$ cat src/rtl/store_lane_buf_pkg.sv
// store_pkg: size encodings, the buffered store entry, and lane replication.
package store_pkg;

  typedef enum logic [1:0] {
    SZ_BYTE = 2'b00,
    SZ_HALF = 2'b01,
    SZ_WORD = 2'b10,
    SZ_RSVD = 2'b11
  } size_e;

  localparam int unsigned ENTRY_W = 66;

  // One buffered store: word address, lane-replicated data, byte enables.
  typedef struct packed {
    logic [29:0] addr;
    logic [31:0] wdata;
    logic [3:0]  be;
  } entry_t;

  typedef struct packed {
    logic [31:0] wdata;
    logic [3:0]  be;
  } lane_t;

  // Little-endian lane placement. Reserved size falls through to word.
  function automatic lane_t lane_pack(input size_e sz, input logic [1:0] a,
                                      input logic [31:0] d);
    lane_t r;
    case (sz)
      SZ_BYTE: begin
        r.wdata = {4{d[7:0]}};
        r.be    = 4'b0001 << a;
      end
      SZ_HALF: begin
        r.wdata = {2{d[15:0]}};
        r.be    = a[1] ? 4'b1100 : 4'b0011;
      end
      default: begin
        r.wdata = d;
        r.be    = 4'b1111;
      end
    endcase
    return r;
  endfunction

endpackage

$ cat src/rtl/store_lane_buf_fifo.sv
// sb_fifo: DEPTH x 66-bit circular buffer; full/empty resolved from a count.
module sb_fifo
  import store_pkg::*;
#(
  parameter int unsigned DEPTH = 2
) (
  input  logic                     clk,
  input  logic                     rst,
  input  logic                     i_push,
  input  entry_t                   i_din,
  input  logic                     i_pop,
  output entry_t                   o_dout,
  output logic [$clog2(DEPTH):0]   o_count,
  output logic                     o_full,
  output logic                     o_empty
);

  localparam int unsigned AW = $clog2(DEPTH);

  logic [AW-1:0] r_wptr;
  logic [AW-1:0] r_rptr;
  logic [AW:0]   r_count;
  entry_t        r_mem [DEPTH];
  logic          w_push;
  logic          w_pop;

  assign o_full  = (r_count == (AW+1)'(DEPTH));
  assign o_empty = (r_count == '0);
  assign o_count = r_count;
  assign o_dout  = r_mem[r_rptr];
  assign w_push  = i_push && !o_full;
  assign w_pop   = i_pop && !o_empty;

  // Pointers wrap modulo DEPTH; count tracks occupancy 0..DEPTH.
  always_ff @(posedge clk or posedge rst) begin
    if (rst) begin
      r_wptr  <= '0;
      r_rptr  <= '0;
      r_count <= '0;
    end else begin
      if (w_push) r_wptr <= r_wptr + 1'b1;
      if (w_pop)  r_rptr <= r_rptr + 1'b1;
      case ({w_push, w_pop})
        2'b10:   r_count <= r_count + 1'b1;
        2'b01:   r_count <= r_count - 1'b1;
        default: r_count <= r_count;
      endcase
    end
  end

  // Entry storage; contents are don't-care while unoccupied.
  always_ff @(posedge clk) begin
    if (w_push) r_mem[r_wptr] <= i_din;
  end

endmodule

$ cat src/rtl/store_lane_buf.sv
// store_lane_buf: narrows sb/sh/sw into lane-replicated words with byte
// enables, buffers them, and drains to data memory over req/ack.
// Optional: STORE_MISALIGN_EXC_EN rejects misaligned/reserved stores.
module store_lane_buf
  import store_pkg::*;
#(
  parameter int unsigned DEPTH = 2
) (
  input  logic        clk,
  input  logic        rst,
  input  logic        in_valid,
  output logic        in_ready,
  input  logic [1:0]  in_size,
  input  logic [31:0] in_addr,
  input  logic [31:0] in_data,
  output logic        mem_req,
  input  logic        mem_ack,
  output logic [31:0] mem_addr,
  output logic [31:0] mem_wdata,
  output logic [3:0]  mem_be,
  output logic        misalign,
  output logic        empty
);

  localparam int unsigned AW = $clog2(DEPTH);

  lane_t       w_lane;
  entry_t      w_din;
  entry_t      w_head;
  logic [AW:0] w_count;
  logic        w_full;
  logic        w_empty;
  logic        w_accept;
  logic        w_bad;
  logic        w_push;
  logic        w_pop;
  logic        r_misalign;

  // Build the entry for the incoming store.
  always_comb begin
    w_lane      = lane_pack(size_e'(in_size), in_addr[1:0], in_data);
    w_din       = '0;
    w_din.addr  = in_addr[31:2];
    w_din.wdata = w_lane.wdata;
    w_din.be    = w_lane.be;
  end

  // Rejection check for illegal size/alignment combinations.
  always_comb begin
`ifdef STORE_MISALIGN_EXC_EN
    w_bad = (in_size == SZ_RSVD) ||
            ((in_size == SZ_HALF) && in_addr[0]) ||
            ((in_size == SZ_WORD) && (in_addr[1:0] != 2'b00));
`else
    w_bad = 1'b0;
`endif
  end

  assign in_ready = !w_full;
  assign w_accept = in_valid && !w_full;
  assign w_push   = w_accept && !w_bad;
  assign mem_req  = (w_count != '0);
  assign w_pop    = mem_req && mem_ack;
  assign empty    = w_empty;

  // Head is masked to zero while empty so stale storage never shows.
  assign mem_addr  = w_empty ? '0 : {w_head.addr, 2'b00};
  assign mem_wdata = w_empty ? '0 : w_head.wdata;
  assign mem_be    = w_empty ? '0 : w_head.be;
  assign misalign  = r_misalign;

  sb_fifo #(.DEPTH(DEPTH)) u_fifo (
    .clk     (clk),
    .rst     (rst),
    .i_push  (w_push),
    .i_din   (w_din),
    .i_pop   (w_pop),
    .o_dout  (w_head),
    .o_count (w_count),
    .o_full  (w_full),
    .o_empty (w_empty)
  );

  // One-cycle pulse after a rejected store is consumed.
  always_ff @(posedge clk or posedge rst) begin
    if (rst) r_misalign <= 1'b0;
    else     r_misalign <= w_accept && w_bad;
  end

endmodule

$ cat config.mk
export PLATFORM = sky130hd
export DESIGN_NAME = store_lane_buf
export DESIGN_NICKNAME = d
export VERILOG_FILES = /design/src/rtl/store_lane_buf_pkg.sv /design/src/rtl/store_lane_buf_fifo.sv /design/src/rtl/store_lane_buf.sv
export SDC_FILE = /design/constraint.sdc
export NUM_CORES = 1
export LEC_CHECK = 0
export CAP_MARGIN = 20
export CORE_UTILIZATION = 45
export DETAILED_ROUTE_END_ITERATION = 8
export PLACE_DENSITY_LB_ADDON = 0.05
export SKIP_LAST_GASP = 1
export SYNTH_ARGS = -nofsm -noshare
export SYNTH_HDL_FRONTEND = slang
export SYNTH_HIERARCHICAL = 1
export SYNTH_SLANG_ARGS = --single-unit
export TNS_END_PERCENT = 20
$ cat constraint.sdc
create_clock -name clk -period 4.1 [get_ports clk]
set_clock_uncertainty 0.2 [all_clocks]
set_input_delay 0.82 -clock clk [delete_from_list [all_inputs] [get_ports clk]]
set_output_delay 0.82 -clock clk [all_outputs]
set_load 0.02 [all_outputs]
### Word level (Yosys, flattened, before mapping)

Memories as Yosys holds them, arrays and structs flattened.
Cells that the tools add are included.

| word-level totals | value |
|---|---|
| bits in registers | 4 |
| bits in latches | 0 |
| RAM bits | 132 |
| bits in read-only memories | 0 |
| bits of input ports | 70 |
| output and inout bits | 72 |
| logic and storage cells | 31 |
| memories | 1 |

| operators by class | value |
|---|---|
| add/subtract/negate cells | 4 |
| multiply operators | 0 |
| divide/modulo/power cells | 0 |
| magnitude comparators | 0 |
| eq/ne operators | 4 |
| shift-type cells | 1 |
| mux-type cells | 8 |
| bitwise gates (word level) | 0 |
| reductions and logical operators | 10 |

Memory list:

| memory | depth | bits a word | read ports | clocked after memory_dff | wr ports | line | text |
|---|---|---|---|---|---|---|---|
| u_fifo.r_mem | 2 | 66 | 1 | 0 | 1 | store_lane_buf_fifo.sv:23 | `entry_t r_mem [DEPTH];` |

Operators by type and width:

| cell | count |
|---|---|
| $pmux 36 s2 | 1 |
| $mux 32 | 2 |
| $mux 4 | 2 |
| $eq 2x1->1 const B | 2 |
| $eq 2x2->1 const B | 2 |
| $logic_and 1x1->1 | 4 |
| $logic_not 2->1 | 2 |
| $pmux 2 s2 | 1 |
| $reduce_bool 2->1 | 2 |
| $shl 1x2->4 const A | 1 |
| $add 1x1->1 const B | 2 |
| $add 2x1->2 const B | 1 |
| $logic_not 1->1 | 2 |
| $mux 1 | 2 |
| $sub 2x1->2 const B | 1 |

### Depth between registers and ports, before layout

Gate-level depths: netlist of the first run.

| logic depth | value |
|---|---|
| depth after elaboration | 6 |
| mapped depth | 8 |

### Modules after synthesis

Netlist of the first run, hierarchy kept.

By module, submodules not included:

| module | instances | cells an instance | area an instance (µm²) |
|---|---|---|---|
| sb_fifo | 1 | 224 | 5,073.6 |
| store_lane_buf | 1 | 133 | 973.4 |

### Worst setup path before layout of the first run

No wires, ideal clock.

| timing path | value |
|---|---|
| path type | input to register |
| start point | input in_valid |
| end point | memory u_fifo/r_mem[0][0] (netlist name) (enable) |
| library setup time | 0.490 ns |
| arrival | 3.826 ns |
| data required time | 3.410 ns |
| path slack | -0.416 ns |
| stages on the path | 3 |
| cell sequence | nor2b_1 nand2_1 nor2_1 |

| on the way | value |
|---|---|
| cells in the longest elaborated chain, start to end | 4 |

Ends and longest elaborated chain:

| what | line | text |
|---|---|---|
| from (decl) | store_lane_buf.sv:11 | `input logic in_valid,` |
| $logic_and 1x1->1 | store_lane_buf.sv:60 | `assign w_accept = in_valid && !w_full;` |
| $logic_and 1x1->1 | store_lane_buf_fifo.sv:31 | `assign w_push = i_push && !o_full;` |
| $mux 1 | store_lane_buf_fifo.sv:53 | `if (w_push) r_mem[r_wptr] <= i_din;` |
| $mux 1 (not written as such) | store_lane_buf_fifo.sv:53 |  |
| to (decl) | store_lane_buf_fifo.sv:23 |  |

No other way between the ends.

==> metrics, run 1 <==
register area share after synthesis=0.6720; R2R Setup Slk=1.75 ns; VDD IR max=358.9 uV; Util after Layout=0.6342; Final Hold Fails=0; share of power burned in registers=0.331; CTS resizes=0; R2R depth=6; unrepaired setup endpoints after global routing=false; run status=finished, final reports clean; Yosys reg bits=between 100 and 150; Final period util=0.8487; CTS Buf Count=17; most common cell after layout, fill and taps aside=clkdlybuf4s50_1; first-pass GRT wire length=18700 um; net count reported at finish=574; antenna fix cells=0; worst-margin pin slew=0.5818 ns; Die Area=0.01391 mm2; DRC=0; # IOs=142; Setup violations, final=0; Syn Inst Count=357; fmax=about 290 MHz; Setup Total Neg Slack=0 ns; antenna-violating nets left=0; Setup CP Type=flip-flop to output port; input/output buffers=138; mux contribution to synthesized area=0.1846; H-tree levels=4; die width=about 120 um; Critical Path Sink Type=output port; WL final=between 10000 and 15000 um; DR vias/cell=between 4 and 5; initial DRC count=about 180; antenna violations before repair=0; vias=3389; Worst-Skew Late Latency=0.41 ns; Startpoint Class=flip-flop; worst min path class=flip-flop to flip-flop; sw frac=0.3246; largest net degree at the start of global routing=58; Synth Area in Simple Gates=0.08794; Die H=approximately 120 um; Clock Sink Count=around 140; vias in the first global route=3501; Worst-path clk slew=0.05 ns; Avg Inst Size Synth=around 17 um2; Leak=2.936 nW; Switch Pwr=roughly 2.0 mW; Max Cap Violations=0; CTS tree=done; row count=41; GRT Overall Usage=0.1805; Hold Buf Count CTS=0; Period minus WS final=~3.5 ns; power consumption=6.255 mW; xor-xnor portion of the synthesized cell area=0.007242; origin of the critical flop-to-flop path=u_fifo/o_count[0]; Initial Util=0.4696; combinational share of power=0.446; slew margin rel.=0.6121; FF-to-FF End=u_fifo/r_mem[0][59]; largest family of logic cells by synthesized area=multiplexers; Pwr Density=765.9 mW/mm2; Yosys cell types=30; Worst Hold Path EP=u_fifo/r_wptr; drt first pass iters=6; grt total ovfl=0; DP HPWL=around 7300 um; crit-path max FO=26; Synth Area in Adders=0.002069; synth warn=6; Clock power frac=0.223; P_int=4.224 mW; hold path depth=1; Critical Path AT=2.46 ns; core box area=between 0.01 and 0.015 mm2; Final Wtd Congestion=0.7797; worst endpoint required time=between 3 and 4 ns; Max Slew Vio Count=0; share of post-route cells with drive strength above 1=0.2485; routed wire length per instance=between 15 and 20 um; Layout fillers=999; Max clock buf depth=2; Synth Area in Compound Gates=0.01655; commonest cells after routing, fill and taps aside=clkdlybuf4s50_1, edfxtp_1, nor2b_1, mux2_2, mux2_4; Hold Startpoint=u_fifo/r_wptr; area grow syn2layout=35.05%; Mapped Area=0.006047 mm2; clk root buf=clkbuf_16; postcts setup bufs=0
## state kept, by name, indices dropped and copies added (netlist names)
name	flops
u_fifo/r_mem	132
u_fifo/r_wptr	1
u_fifo/r_rptr	1
u_fifo/o_count	2
## synthesized netlist by cell type
master | number | area [um2]
buf_8 | 1 | 15.01
ha_1 | 1 | 12.51
mux2_1 | 3 | 33.78
edfxtp_1 | 132 | 3964
nor2_1 | 4 | 15.01
clkbuf_1 | 2 | 7.510
xor2_1 | 2 | 17.52
and2_1 | 1 | 6.260
inv_1 | 4 | 15.01
dfrtp_1 | 4 | 100.1
mux2_4 | 30 | 450.4
nor2_4 | 1 | 11.26
conb_1 | 1 | 3.750
mux2_2 | 49 | 551.8
o21ai_2 | 8 | 70.07
buf_2 | 7 | 35.03
o21bai_1 | 2 | 15.01
nand2b_4 | 1 | 13.76
nor2b_1 | 62 | 387.9
mux2i_1 | 8 | 80.08
nand2_1 | 9 | 33.78
xnor2_1 | 3 | 26.28
nand2b_1 | 1 | 6.260
or2_2 | 1 | 6.260
and3_1 | 1 | 6.260
clkbuf_2 | 1 | 5.000
and2b_1 | 6 | 45.04
buf_4 | 4 | 30.03
a21o_1 | 2 | 15.01
buf_6 | 6 | 67.56
## kinds of logic after synthesis
| kind of cell | count (synthesis) |
|---|---|
| buf+inv | 25 |
| other cells | 1 |
| xor+xnor | 5 |
| simple gates | 87 |
| compound gates | 12 |
| fa+ha+maj | 1 |
| mux | 90 |
| flops | 136 |
## how the worst max path moves through the flow
stage,start,end,cells after the start
finish,u_fifo/r_rptr,mem_wdata[29],4
global route,u_fifo/r_rptr,mem_wdata[29],4
CTS,u_fifo/r_rptr,mem_wdata[29],4
detailed placement,u_fifo/r_rptr,mem_wdata[29],4
global placement,u_fifo/r_rptr,mem_wdata[29],4
floorplan,in_valid,u_fifo/r_mem[0][0],3
## worst max-delay path, cell delays in order, from the launching register on
cell and delay [ns]:
dfrtp_4 0.69, buf_4 0.32, mux2_2 0.35, nor2b_1 0.13, clkdlybuf4s50_1 0.55
## power by group through the flow
stage	clock (mW)	combinational [mW]	sequential [mW]
2_1_floorplan	0	1.72	2.03
3_3_place_gp	0	2.81	2.09
3_5_place_dp	0	2.82	2.10
4_1_cts	1.43	2.83	2.07
5_1_grt	1.48	2.96	2.11
6_report	1.39	2.79	2.07
## cell type report
type                    instances  area, um2  area share
inverters                       4      15.01    0.001839
flip-flops and latches        136       4068      0.4981
well taps                     172      215.2     0.02635
clock inverters                13      112.6     0.01379
repair buffers                146       1491      0.1826
clock buffers                  18      429.2     0.05255
multi-input cells             198       1836      0.2248
## routing by layer
layer | up-vias | GRT usage | share of wire
li1 | 1605 | - | -
met1 | 1672 | 0.2180 | 0.44
met2 | 98 | 0.3015 | 0.50
met3 | 14 | 0.05281 | 0.050
met4 | 0 | 0.07452 | 0.013
met5 | - | 0 | 0
## metrics by stage
step	cell area, um2	hold slack [ns]	instances	setup WS (ns)
floorplan	6057	0.2776	359	0.6878
global placement	7625	0.3346	656	1.042
detailed placement	7625	0.3439	656	1.027
CTS	8167	0.3588	687	0.5753
global route	8167	0.3773	687	0.5304
finish	8167	0.3574	687	0.6202
Power figures use the tool's default switching activity.
==> run 2: changes to the inputs <==
--- a/config.mk
+++ b/config.mk
@@ -6,7 +6,7 @@
 export NUM_CORES = 1
 export LEC_CHECK = 0
 export CAP_MARGIN = 20
-export CORE_UTILIZATION = 45
+export CORE_UTILIZATION = 50
 export DETAILED_ROUTE_END_ITERATION = 8
 export PLACE_DENSITY_LB_ADDON = 0.05
 export SKIP_LAST_GASP = 1
==> constraint.sdc (replaced) <==
create_clock -name clk -period 3.6 [get_ports clk]
set_clock_uncertainty 0.2 [all_clocks]
set_input_delay 0.72 -clock clk [delete_from_list [all_inputs] [get_ports clk]]
set_output_delay 0.72 -clock clk [all_outputs]
set_load 0.02 [all_outputs]
==> metrics, run 2 (same netlist as run 1, synthesis figures left out) <==
run status=finished with violations; failing checks=DRC; area grow syn2layout=34.41%; Worst-path clk slew=0.05 ns (about the same); Initial Util=0.5207 (+0.05105); Die Area=0.01254 mm2 (-9.8%); input/output buffers=138 (unchanged); Setup CP Type=flip-flop to output port; worst endpoint required time=2.68 ns (-0.40 ns); # IOs=142 (unchanged); grt total ovfl=0 (unchanged); worst min path class=input pin to async pin; Clock Sink Count=136 (unchanged); worst-margin pin slew=0.5177 ns (-0.06414 ns); Final Hold Fails=0 (unchanged); pre-CTS WS=0.6422 ns (-0.3844 ns); DRC=11 (+11); CTS resizes=0 (unchanged); Startpoint Class=flip-flop; Final period util=0.9326; GRT Overall Usage=0.1946 (+0.01409); unrepaired setup endpoints after global routing=false; fmax=just under 300 MHz; net count reported at finish=579 (+0.87%); CTS tree=done; H-tree levels=4 (unchanged); setup ws final=0.2428 ns (-0.3775 ns); antenna violations before repair=0 (unchanged); Critical Path Sink Type=output port; initial DRC count=155 (-13%); Final Wtd Congestion=0.6918 (-11%); Leak=2.948 nW (+0.41%); Critical Path AT=2.44 ns (-0.02 ns); Top reg by flops=u_fifo/r_mem; clk root buf=clkbuf_16; antenna-violating nets left=0 (unchanged); Period minus WS final=3.357 ns; slew margin rel.=0.6549 (+0.04276); most common cell after layout, fill and taps aside=clkdlybuf4s50_1; vias in the first global route=3518 (+0.49%); postcts setup bufs=0 (unchanged); row count=39 (-4.9%); DP HPWL=7839 um (+7.7%); crit-path max FO=25 (-3.8%); Setup Total Neg Slack=0 ns (unchanged); WL final=11370 um (-3.1%); largest net degree at the start of global routing=38 (-34%); DR vias/cell=5.074 (+2.9%); commonest cells after routing, fill and taps aside=clkdlybuf4s50_1, edfxtp_1, nor2b_1, mux2_2, mux2_4; antenna fix cells=0 (unchanged); Setup violations, final=0 (unchanged); Max Slew Vio Count=0 (unchanged); core box area=0.01161 mm2 (-9.8%); vias=3369 (-0.59%); power consumption=7.045 mW (+13%); share of post-route cells with drive strength above 1=0.2534 (+0.004815); Max clock buf depth=2 (unchanged); drt first pass iters=6 (unchanged); first-pass GRT wire length=17930 um (-4.1%); Worst-Skew Late Latency=0.41 ns (about the same); VDD IR max=409.9 uV (+14%); Hold Buf Count CTS=0 (unchanged); die width=112.0 um (-5.0%); routed wire length per instance=17.12 um (+0.21%); Max Cap Violations=0 (unchanged); CTS Buf Count=17 (unchanged); Largest register FFs=132 (unchanged); Die H=112.0 um (-5.0%); Pwr Density=866.8 mW/mm2 (+13%)
run 2: cell types whose count changed in the layout (fill, tap and decap cells not counted), sizes merged:
cell,before,now
bufinv,2,0
clkinv,10,4
clkbuf,18,28
buf,8,13
clkinvlp,1,0
run 2: report_power, final:
group          switching, mW  internal (mW)  leakage, nW  total, mW
sequential             0.169           2.19         1.26       2.36
combinational           1.54           1.63         1.43       3.17
clock                  0.570          0.948        0.262       1.52
total                   2.27           4.77         2.95       7.05
run 2: worst max-delay path: stages, from the launching register on:
cell and delay, ns:
dfrtp_4 0.70, buf_4 0.29, mux2_2 0.35, and2b_1 0.15, clkdlybuf4s50_1 0.53
run 2: area by class of cell:
| type | instances | area, um2 |
|---|---|---|
| Sequential cell | 136 | 4068 |
| Clock buffer | 28 | 506.7 |
| Clock inverter | 4 | 20.02 |
| Inverter | 4 | 15.01 |
| Multi-Input combinational cell | 198 | 1836 |
| Fill cell | 849 | 3486 |
| Tap cell | 143 | 178.9 |
| Timing Repair Buffer | 151 | 1504 |
run 2: final timing paths:
check / start / endpoint / slack (ns) / cells after the start
max: u_fifo/r_rptr / mem_addr[6] / 0.24 / 4
min: rst / u_fifo/o_count[0] / 0.33 / 2
max reg2reg: u_fifo/o_count[0] / u_fifo/r_mem[1][32] / 1.35 / 5
min reg2reg: u_fifo/r_wptr / u_fifo/r_wptr / 0.36 / 1
max in group asynchronous: rst / u_fifo/r_rptr / 2.69 / 2
min in group clk: u_fifo/r_wptr / u_fifo/r_wptr / 0.36 / 1
run 2: per-layer routing:
metal	track usage	routed length, um
met5	0	0
met4	0.09600	190
met3	0.05988	741
met2	0.3271	5695
met1	0.2272	4742
run 2: metrics by stage:
step             util  area [um2]  hold WS [ns]  instances
2_1_floorplan       -        6057        0.2776        359
3_3_place_gp   0.6545        7601        0.3412        632
3_5_place_dp   0.6545        7601        0.3581        632
4_1_cts        0.6998        8128        0.3161        664
5_1_grt        0.6998        8128        0.3408        664
6_report       0.6998        8128        0.3322        664
